[src/rtl/cpu_pkg.sv]
// Shared CPU constants and types: datapath width, register index width and the
// read-source selection used by every register-file read port.
package cpu_pkg;

    localparam int DATA_WIDTH = 17;
    localparam int ADDR_WIDTH = 3;
    localparam int NUM_REGS   = 2 ** ADDR_WIDTH;

    typedef logic [DATA_WIDTH-1:0] data_t;
    typedef logic [ADDR_WIDTH-1:0] addr_t;

    // Where a register-file read port takes its data from this cycle.
    typedef enum logic [1:0] {
        SRC_ZERO,
        SRC_BYPASS,
        SRC_STORED
    } read_src_e;

    // The hardwired zero register wins over bypass, and bypass wins over storage.
    function automatic read_src_e read_source(
        input bit    zero_reg,
        input bit    allow_bypass,
        input addr_t addr,
        input logic  write_enable,
        input addr_t write_addr
    );
        if (zero_reg && addr == '0) return SRC_ZERO;
        if (allow_bypass && write_enable && write_addr == addr) return SRC_BYPASS;
        return SRC_STORED;
    endfunction

endpackage

[src/rtl/writeback_register_file_if.sv]
// Register-file bus: two read ports, one write port from the write-back mux,
// a debug read port and the committed-write count.
interface writeback_register_file_if
    import cpu_pkg::*;
#(
    parameter int CNT_WIDTH = 16
);

    addr_t                 ReadAddrA;
    data_t                 ReadDataA;
    addr_t                 ReadAddrB;
    data_t                 ReadDataB;
    logic                  WriteEnable;
    addr_t                 WriteAddr;
    data_t                 WriteData;
    addr_t                 DebugAddr;
    data_t                 DebugData;
    logic [CNT_WIDTH-1:0]  WriteCount;

    modport master (
        output ReadAddrA, ReadAddrB, WriteEnable, WriteAddr, WriteData, DebugAddr,
        input  ReadDataA, ReadDataB, DebugData, WriteCount
    );

    modport slave (
        input  ReadAddrA, ReadAddrB, WriteEnable, WriteAddr, WriteData, DebugAddr,
        output ReadDataA, ReadDataB, DebugData, WriteCount
    );

endinterface

[src/rtl/sat_counter.sv]
// Saturating up-counter with synchronous reset; holds at all-ones instead of wrapping.
module sat_counter #(
    parameter int WIDTH = 16
) (
    input  logic             Clock,
    input  logic             Reset,
    input  logic             Inc,
    output logic [WIDTH-1:0] Count
);

    // NOTE: clocked state uses <= so every flop samples pre-edge values, avoiding
    // order-dependent races between always_ff blocks.
    always_ff @(posedge Clock) begin
        if (Reset) begin
            Count <= '0;
        end else if (Inc && Count != '1) begin
            Count <= Count + WIDTH'(1);
        end
    end

endmodule

[src/rtl/writeback_register_file.sv]
// Architectural register file: two combinational read ports with optional
// same-cycle bypass, one clocked write port, hardwired zero register, debug port.
module writeback_register_file
    import cpu_pkg::*;
#(
    parameter bit ZERO_REG  = 1'b1,
    parameter bit BYPASS    = 1'b1,
    parameter int CNT_WIDTH = 16
) (
    input logic                      Clock,
    input logic                      Reset,
    writeback_register_file_if.slave bus
);

    data_t regs [NUM_REGS];
    logic  commit;

    // Writes to the hardwired zero register are neither stored nor counted.
    assign commit = bus.WriteEnable && !Reset && !(ZERO_REG && bus.WriteAddr == '0);

    // NOTE: the array is plain flops rather than RAM, so it can and must be
    // cleared on reset; reads straight after reset are required to return 0.
    always_ff @(posedge Clock) begin
        if (Reset) begin
            for (int i = 0; i < NUM_REGS; i++) begin
                regs[i] <= '0;
            end
        end else if (commit) begin
            regs[bus.WriteAddr] <= bus.WriteData;
        end
    end

    function automatic data_t read_port(
        input addr_t addr,
        input bit    allow_bypass,
        input data_t stored,
        input logic  write_enable,
        input addr_t write_addr,
        input data_t write_data
    );
        data_t data;
        // NOTE: the default arm assigns data on every path, so no latch is implied.
        case (read_source(ZERO_REG, allow_bypass, addr, write_enable, write_addr))
            SRC_ZERO:   data = '0;
            SRC_BYPASS: data = write_data;
            default:    data = stored;
        endcase
        return data;
    endfunction

    assign bus.ReadDataA = read_port(bus.ReadAddrA, BYPASS, regs[bus.ReadAddrA],
                                     bus.WriteEnable, bus.WriteAddr, bus.WriteData);
    assign bus.ReadDataB = read_port(bus.ReadAddrB, BYPASS, regs[bus.ReadAddrB],
                                     bus.WriteEnable, bus.WriteAddr, bus.WriteData);
    // Debug always shows the stored value, so it never takes the bypass path.
    assign bus.DebugData = read_port(bus.DebugAddr, 1'b0, regs[bus.DebugAddr],
                                     bus.WriteEnable, bus.WriteAddr, bus.WriteData);

    sat_counter #(
        .WIDTH (CNT_WIDTH)
    ) u_write_count (
        .Clock (Clock),
        .Reset (Reset),
        .Inc   (commit),
        .Count (bus.WriteCount)
    );

endmodule

[src/flat_wrapper.sv]
// flat-port wrapper written by rule: the top's interface ports become plain ports
module writeback_register_file_flat import cpu_pkg::*;
#(
    parameter bit ZERO_REG  = 1'b1,
    parameter bit BYPASS    = 1'b1,
    parameter int CNT_WIDTH = 16
)
  (Clock, Reset, bus_ReadAddrA, bus_ReadAddrB, bus_WriteEnable, bus_WriteAddr, bus_WriteData, bus_DebugAddr, bus_ReadDataA, bus_ReadDataB, bus_DebugData, bus_WriteCount);
  writeback_register_file_if #(.CNT_WIDTH(CNT_WIDTH)) bus_i ();
  input logic Clock;
  input logic Reset;
  input wire logic [$bits(bus_i.ReadAddrA)-1:0] bus_ReadAddrA;
  input wire logic [$bits(bus_i.ReadAddrB)-1:0] bus_ReadAddrB;
  input wire logic [$bits(bus_i.WriteEnable)-1:0] bus_WriteEnable;
  input wire logic [$bits(bus_i.WriteAddr)-1:0] bus_WriteAddr;
  input wire logic [$bits(bus_i.WriteData)-1:0] bus_WriteData;
  input wire logic [$bits(bus_i.DebugAddr)-1:0] bus_DebugAddr;
  output wire logic [$bits(bus_i.ReadDataA)-1:0] bus_ReadDataA;
  output wire logic [$bits(bus_i.ReadDataB)-1:0] bus_ReadDataB;
  output wire logic [$bits(bus_i.DebugData)-1:0] bus_DebugData;
  output wire logic [$bits(bus_i.WriteCount)-1:0] bus_WriteCount;
  assign bus_i.ReadAddrA = bus_ReadAddrA;
  assign bus_i.ReadAddrB = bus_ReadAddrB;
  assign bus_i.WriteEnable = bus_WriteEnable;
  assign bus_i.WriteAddr = bus_WriteAddr;
  assign bus_i.WriteData = bus_WriteData;
  assign bus_i.DebugAddr = bus_DebugAddr;
  assign bus_ReadDataA = bus_i.ReadDataA;
  assign bus_ReadDataB = bus_i.ReadDataB;
  assign bus_DebugData = bus_i.DebugData;
  assign bus_WriteCount = bus_i.WriteCount;
  writeback_register_file #(.ZERO_REG(ZERO_REG), .BYPASS(BYPASS), .CNT_WIDTH(CNT_WIDTH)) u_core (.Clock(Clock), .Reset(Reset), .bus(bus_i));
endmodule
[config.mk]
export PLATFORM = sky130hd
export DESIGN_NAME = writeback_register_file_flat
export DESIGN_NICKNAME = d
export VERILOG_FILES = /design/src/rtl/cpu_pkg.sv /design/src/rtl/writeback_register_file_if.sv /design/src/rtl/sat_counter.sv /design/src/rtl/writeback_register_file.sv /design/src/flat_wrapper.sv
export SDC_FILE = /design/constraint.sdc
export NUM_CORES = 1
export LEC_CHECK = 0
export ABC_AREA = 0
export CELL_PAD_IN_SITES_DETAIL_PLACEMENT = 1
export CELL_PAD_IN_SITES_GLOBAL_PLACEMENT = 1
export CORE_ASPECT_RATIO = 0.8
export CORE_MARGIN = 2
export CORE_UTILIZATION = 40
export CTS_CLUSTER_DIAMETER = 120
export CTS_CLUSTER_SIZE = 8
export DETAILED_ROUTE_END_ITERATION = 16
export GPL_TIMING_DRIVEN = 0
export PLACE_DENSITY_LB_ADDON = 0.1
export SLEW_MARGIN = 20
export SYNTH_ARGS = -nofsm -noshare
export SYNTH_HDL_FRONTEND = slang
export SYNTH_SLANG_ARGS = --single-unit
[constraint.sdc]
create_clock -name Clock -period 4.9 [get_ports Clock]
set_clock_uncertainty 0.05 [all_clocks]
set_input_delay 0.98 -clock Clock [delete_from_list [all_inputs] [get_ports Clock]]
set_output_delay 0.98 -clock Clock [all_outputs]
set_load 0.02 [all_outputs]
==> results of run 1 <==
where the power goes:
part	total (mW)	switching, mW	internal (mW)
Clock	1.32	0.606	0.711
Combinational	0.745	0.404	0.341
Sequential	1.54	0.0539	1.49
Total	3.61	1.06	2.54
cell families after synthesis:
| logic type | Yosys count | share of synthesized area (%) |
|---|---|---|
| compound gates | 109 | 8.69 |
| xor+xnor | 4 | 0.381 |
| fa+ha+maj | 1 | 0.136 |
| buf+inv | 67 | 3.27 |
| flops | 152 | 47.9 |
| mux | 139 | 26.9 |
| other cells | 1 | 0.0408 |
| simple gates | 195 | 12.6 |
metrics by stage:
stage / hold slack [ns] / instances
final: 0.481 / 1118
after global routing: 0.518 / 1118
after CTS: 0.485 / 1117
after detailed placement: 0.468 / 1085
after global placement: 0.442 / 1077
after floorplan: 0.509 / 684
path summary, 6_finish.rpt:
| check | startpoint | end | cells after the start |
|---|---|---|---|
| max | bus_WriteAddr[0] | bus_ReadDataA[0] | 6 |
| min | u_core.u_write_count.Count[5] | u_core.u_write_count.Count[5] | 2 |
| max reg2reg | u_core.u_write_count.Count[7] | u_core.u_write_count.Count[1] | 4 |
| min reg2reg | u_core.u_write_count.Count[5] | u_core.u_write_count.Count[5] | 2 |
Yosys cell counts (all sizes together) (4+ instances only):
master	n
a221oi	8
nor2	10
a21oi	19
mux4	85
nand2	20
nor3	4
dfxtp	16
o2bb2ai	34
o21ai	19
clkbuf	26
mux2	17
buf	29
and2	122
inv	12
or4	6
nand4	8
o31ai	9
a22oi	9
xnor2	4
mux2i	37
edfxtp	136
and4	4
or3	4
nand3	9
registers in the layout, summed over array words and instances, names as in the netlist:
name / flops
u_core.regs: 136
u_core.u_write_count.Count: 16
worst register-to-register path: stages (launching register included):
cell and delay, ns:
sky130_fd_sc_hd__dfxtp_1 0.51, sky130_fd_sc_hd__nand4_1 0.27, sky130_fd_sc_hd__nor4_1 0.79, sky130_fd_sc_hd__nor3b_1 0.12, sky130_fd_sc_hd__a31o_2 0.24
cell usage in the layout (no fill, tap or decap), drive strengths merged, types with 20 or more instances in the layout:
master and n:
and2 122, clkdlybuf4s50 87, nand2 20, o2bb2ai 34, mux4 85, buf 36
mux2i 37, clkbuf 45, edfxtp 136
routing by layer:
layer	wire length [µm]	share of wire (%)	track usage, %	vias up
met5	0	0	0	-
met1	15000	44	40.2	3711
met4	704	2.1	8.79	0
met2	16300	48	46.4	285
li1	-	-	-	2930
met3	2230	6.5	5.41	49
what timing repair did:
action,4_1_cts,5_1_grt
setup buffers,0,1
cloned,0,0
resized for setup,5,3
pin swaps,0,1
endpoints found under the setup margin,18,10
cell type report:
type,instances,share of cell area (%)
inverters,12,0.395
flip-flops and latches,152,38.7
clock buffers,17,3.74
repair buffers,96,9.38
well taps,306,3.36
plain buffers,55,2.32
clock inverters,15,1.25
multi-input cells,465,40.9
==> results.md, run 1 <==
- Timing would allow up to 204 MHz.
- The fraction of layout instances using a drive strength above 1 is 23.0%.
- The via count of the first global-routing pass is 7511.
- The final count of pins violating max slew is 0.
- The vias per cell is 6.24.
- Max-cap violations in this run came to 0.
- The number of port buffers is 87.
- The flow ran to the end, but the final reports show violations.
- The number of clock sinks is 152.
- The count of mapped cells out of synthesis is 668.
- The critical path data required time is 3.87 ns.
- In this run, the number of DRC markers left after iteration 0 of detailed routing was 883.
- The detailed router placed 6975 vias in this run.
- Buffers inserted during clock tree synthesis total 17.
- The count of standard-cell rows is 49.
- Clock-pin slew was measured on the worst setup and hold paths at 0.07 ns.
- The placed instances occupy a cell area of 10800 µm².
- By area the synthesized netlist is led by sky130_fd_sc_hd__edfxtp_1 44%, sky130_fd_sc_hd__mux4_2 21%, sky130_fd_sc_hd__and2_1 8.3%.
- The worst-case setup margin in the final layout is -0.00532 ns.
- The overall die width is 173 µm.
- The sequential cells in the finished layout cover a total of 4400 µm².
- The worst-case register-to-register setup slack is 2.81 ns.
- The netlist area before placement is 9190 µm².
- The final reports fail on negative setup slack.
- The sum of buffers and inverters on the critical path is 3.
- The worst path in the final design needs a cycle of 4.91 ns, including I/O delays and setup.
- The antenna diode count is 0.
- Setup repair after global routing left no endpoint under its margin.
- The maximum number of pins on one net before global-route repair is 18.
- The power per standard cell area is 317 nW/µm².
- In this run the worst path has a maximum fanout of 10.
- The area share of the largest cell type after synthesis is 44.4%.
- The starting density of the core is 40.8%.
- Walking the worst path, the cells encountered are clkdlybuf4s50_1 > or3_1 > a21oi_4 > buf_2 > o2bb2ai_1 > clkdlybuf4s50_1.
- The dominant cell type by area after synthesis is sky130_fd_sc_hd__edfxtp_1.
- The area of the multi-input gates is 4660 µm².
- The final antenna-violating net count is 0.
- The critical path startpoint category is an input pin.
- The family with the most delay on the worst path is buffers and inverters.
- The final-report setup violation count is 1.
- The synthesized design contains 152 register bits.
- The detailed-route wire length is 34300 µm.
- The global routing usage summed across all routing layers is 28.9%.
- The type of the worst setup path is in2out.
- The slowest stage of the critical path is the sky130_fd_sc_hd__clkdlybuf4s50_1 cell.
- Synthesis instantiated 49 different standard cells from the library.
- The largest voltage drop on the vdd net is 0.000179 V.
- The number of buffers on the longest clock path is 2.
- The type of the worst min-delay path is reg2reg.
- The worst slew slack as a fraction of its limit is 21.8%.
- The biggest cell delay along the critical path is 0.67 ns.
- The endpoint class of the critical path is an output port.
- Once layout is complete, the utilization of the core stands at 50.6%.
- The area of the die is 24200 µm².
- The first-pass iteration count of the detailed router is 5.
- Once layout is done, the placed cells without fillers occupy 11400 µm².
- The quantity of hold-fixing buffers added after cts is 0.
- The I/O pin total is 99.
- The first-pass GRT wire length is 49800 µm.
- The latest clock arrival within the worst-skew pair is 0.44 ns.
- For this run the aggregate overflow at the end of global routing stands at 0.
- The TritonCTS clock tree is done.
- The most used flip-flop cell after synthesis is sky130_fd_sc_hd__edfxtp_1.
- In this run the mean area of a mapped cell was 13.8 µm².
- For the pin with the worst max-slew slack, the measured transition is 1.17 ns.
- Relative to the synthesized area, the layout overhead comes to 23.9%.
- The number of flops mapped to enable cells by yosys is 136.
- The total leakage power is 3.87 nW.
- The sum of negative setup slack is -0.00532 ns.
- The final period utilization is 100%.
- Counting flops with an async set or reset pin after synthesis yields a share of 0%.
- The buffer type at the clock tree root is sky130_fd_sc_hd__clkbuf_16.
- The filler cell count is 2282.
- The routed length per placed instance is 30.7 µm.
- The count of unresolved DRC violations after routing is 0.
- The number of warnings issued by yosys is 0.
- Data on the critical path arrives at its endpoint at 3.88 ns.
- The area of the core is 22500 µm².
- The die span in y is 140 µm.
- The initial antenna violation count came to 0.
- Of the synthesized area, sequential elements account for 47.9%.
- The hold violation total from the final report is 0.
- The most frequent cell on the critical path is sky130_fd_sc_hd__clkdlybuf4s50_1.
- For this run, the post-layout net count is 832.
- The detailed placer's ending HPWL is 22700 µm.
- The worst slack at placement is -0.522 ns.
- The overall power of the completed layout is 3.61 mW.
- The congestion estimate from routability-driven global placement came to 0.833.
- CTS built an H-tree with a depth of 4.
(Power assumes the default switching activity.)
==> run 2, diff against run 1 <==
--- a/config.mk
+++ b/config.mk
@@ -11,6 +11,7 @@
 export CORE_ASPECT_RATIO = 0.8
 export CORE_MARGIN = 2
 export CORE_UTILIZATION = 40
+export CTS_BUF_LIST = sky130_fd_sc_hd__clkbuf_4 sky130_fd_sc_hd__clkbuf_8
 export CTS_CLUSTER_DIAMETER = 120
 export CTS_CLUSTER_SIZE = 8
 export DETAILED_ROUTE_END_ITERATION = 16
==> run 2 against run 1 <==
The run now ends clean; power is 9.6% lower; critical endpoint unchanged; cell count did not move; critical path type unchanged; die area unchanged; largest cell class unchanged.
==> results.md, run 2 (synthesis gave the netlist of run 1 again) <==
- Wires add up to 34000 µm.
- The I/O pin total is 99.
- In this design, the stage delay of the slowest critical-path cell is 0.67 ns.
- The destination of the worst hold path is u_core.u_write_count.Count[5].
- The design internal power is 2.24 mW.
- The met1 track demand over resource is 39.6%.
- The initial antenna violation count came to 0.
- The combinational fraction of design power is 22.8%.
- The remaining global-route overflow is 0.
- The via count of the first global-routing pass came to 7444.
- In the final layout, flip-flops and latches occupy 4400 µm².
- The signal arrival time at the worst endpoint is 3.81 ns.
- The filler cell count is 2303.
- The first-pass iteration count of the detailed router is 5.
- The number of buffers added by the clock tree synthesis step is 17.
- After the first detailed-routing iteration, the DRC count stood at 726.
- The final count of pins violating max slew was 0.
- The tightest min-delay check is of the reg2reg type.
- After layout, the minimum clock period comes to 4.84 ns.
- The quantity of hold-fixing buffers added after cts is 0.
- The final antenna-violating net count is 0.
- The top cell types in the final layout, fill and taps aside, are 136 x sky130_fd_sc_hd__edfxtp_1, 122 x sky130_fd_sc_hd__and2_1, 87 x sky130_fd_sc_hd__clkdlybuf4s50_1.
- The worst register-to-register path ends at u_core.u_write_count.Count[1].
- The worst setup path is of the in2out kind.
- The power per standard cell area is 291 nW/µm².
- Of the total power, the clock network draws 29.9%.
- After layout, the worst path uses 98.7% of the clock period.
- The highest achievable clock rate is 207 MHz.
- The antenna diode count is 0.
- The count of buffers added on input and output ports is 87.
- The maximum number of pins on one net before global-route repair is 18.
- More flip-flops sit in one register than any other, and that register is u_core.regs.
- From bottom edge to top edge, the die measures 140 µm.
- The leading cell type in the layout, fill and taps excluded is sky130_fd_sc_hd__edfxtp_1.
- For this run, design rule violations remaining after detail routing come to 0.
- At the placement stage, the worst setup path has a slack of -0.522 ns.
- The first-pass GRT wire length is 49200 µm.
- The critical path startpoint category is an input pin.
- The area growth from synthesis to layout is 21.8%.
- The clock slew seen by the registers of the worst setup and hold paths is 0.10 ns.
- On the critical path, the stage with the largest delay is an instance of sky130_fd_sc_hd__clkdlybuf4s50_1.
- The origin of the worst min-delay path is u_core.u_write_count.Count[5].
- The initial utilization of the core area, before any placement, comes to 40.8%.
- Across all setup checks in the final design, the least slack found is 0.0617 ns.
- Global routing consumed, on the met2 layer, 46.1% of the routing resources.
- The multi-input combinational cells in the finished layout cover a total of 4660 µm².
- In this run the static leakage power is 3.78 nW.
- VDD sags by at most 0.000132 V.
- The fraction of layout instances using a drive strength above 1 is 23.0%.
- The endpoint class of the critical path is an output port.
- In this run the critical register-to-register path is launched from u_core.u_write_count.Count[12].
- Across the run, the number of max-cap violations was 0.
- Setup repair after global routing left no endpoint under its margin.
- Routability-driven placement finished with a final weighted congestion of 0.833.
- The buffer type at the clock tree root is sky130_fd_sc_hd__clkbuf_8.
- The tree built by TritonCTS fans out to 152 sinks.
- After detailed routing, the average wire length per cell comes to 30.5 µm.
- The worst slew slack as a fraction of its limit is 20.2%.
- The area of the die is 24200 µm².
- The final-report setup violation count is 0.
- For this design the total switching power over the nets is 1.02 mW.
- Measured along the x axis, the die boundary spans 173 µm.
- In this run, flip-flops and latches consume 47.3% of the power.
- The share of total power consumed by net switching is 31.2%.
- The via total after detailed routing is 7035.
- Summing internal, switching and leakage power gives 3.26 mW.
- The global routing usage summed across all routing layers is 28.5%.
- In the routed layout, each cell is associated on average with a via count of 6.29.
- The largest registers in the layout are u_core.regs (136), u_core.u_write_count.Count (16).
- The hold violation total from the final report is 0.
- The cell depth of the worst min-delay path is 2.
- The critical path data required time is 3.87 ns.
- No sink is reached through more buffers than the 2 on the longest clock path.
- The maximum fanout encountered on the critical timing path is 10.
- The worst-case register-to-register setup slack is 2.81 ns.
- The most numerous cell type found on the critical path is sky130_fd_sc_hd__clkdlybuf4s50_1.
- After the last flow step, the layout net total stands at 832.
- After floorplanning, the core was sized to cover 22500 µm².
- The H-tree generated during clock tree synthesis spans 4 levels.
- The transition time at the pin with the least slew margin is 1.20 ns.
- The signal on the critical path passes through clkdlybuf4s50_1 > or3_1 > a21oi_4 > buf_2 > o2bb2ai_1 > clkdlybuf4s50_1.
- The fraction of met3 tracks used by global routing is 5.52%.
- In this run the core area contains 49 standard-cell rows.
- The run finished with clean final reports.
- The register with the most flip-flops in the layout has 136 of them.
- The layer with the highest usage after global routing is met2.
- The clock reaches the later pin of the worst-skew pair after 0.47 ns.
- The worst register-to-register path has a depth of 4.
- The detailed placer's ending HPWL is 22700 µm.
- The TritonCTS clock tree is done.
## run 2: timing repair
item                                    4_1_cts  5_1_grt
gates resized for setup                       5        3
setup buffers                                 0        1
endpoints found under the setup margin       19       10
endpoints found under the hold margin         0        0
pin swaps                                     0        1
## run 2: per-stage QoR
stage / util (%) / hold slack (ns) / cells / cell area (µm²) / setup TNS (ns)
5_1_grt: 49.8 / 0.522 / 1118 / 11200 / 0
6_report: 49.8 / 0.488 / 1118 / 11200 / 0
3_3_place_gp: 46.7 / 0.442 / 1077 / 10500 / -22.31
3_5_place_dp: 47.9 / 0.468 / 1085 / 10800 / -4.48
4_1_cts: 49.7 / 0.489 / 1117 / 11200 / -0.00800
2_1_floorplan: - / 0.509 / 684 / 9250 / 0
## run 2: worst max path at each step
| stage | from | to | slack (ns) | depth (start not counted) |
|---|---|---|---|---|
| floorplan | bus_DebugAddr[0] | bus_DebugData[11] | 1.46 | 5 |
| global placement | bus_ReadAddrB[2] | bus_ReadDataB[5] | -0.46 | 7 |
| detailed placement | bus_ReadAddrB[2] | bus_ReadDataB[5] | -0.52 | 7 |
| CTS | bus_ReadAddrB[0] | bus_ReadDataB[5] | -0.008 | 7 |
| global route | bus_ReadAddrB[0] | bus_ReadDataB[5] | 0.04 | 7 |
| finish | bus_WriteAddr[0] | bus_ReadDataA[0] | 0.06 | 6 |
## run 2: per-layer routing
layer	routed length, µm	share of wire (%)	vias to the layer above
met3	2430	7.1	51
met1	14700	43	3726
met2	16200	48	326
met5	0	0	-
li1	-	-	2932
met4	721	2.1	0
## run 2: critical path, delay by kind of cell
kind / cells / cell delay (ns)
and+or+nand+nor: 1 / 0.47
AOI/OAI and AO/OA: 2 / 0.67
buffers and inverters: 3 / 1.67
## run 2: layout make-up
class	count	share of cell area (%)
Buffer	55	2.36
Multi-Input combinational cell	465	41.6
Timing Repair Buffer	96	9.54
Inverter	12	0.402
Tap cell	306	3.42
Sequential cell	152	39.3
Clock buffer	17	2.09
Clock inverter	15	1.27
## run 2: power groups by stage
stage	sequential, mW	combinational [mW]	clock (mW)
final	1.54	0.744	0.974
after global routing	1.55	0.779	1.03
after CTS	1.54	0.740	0.980
after detailed placement	1.57	0.733	0
after global placement	1.56	0.694	0
after floorplan	1.55	0.408	0
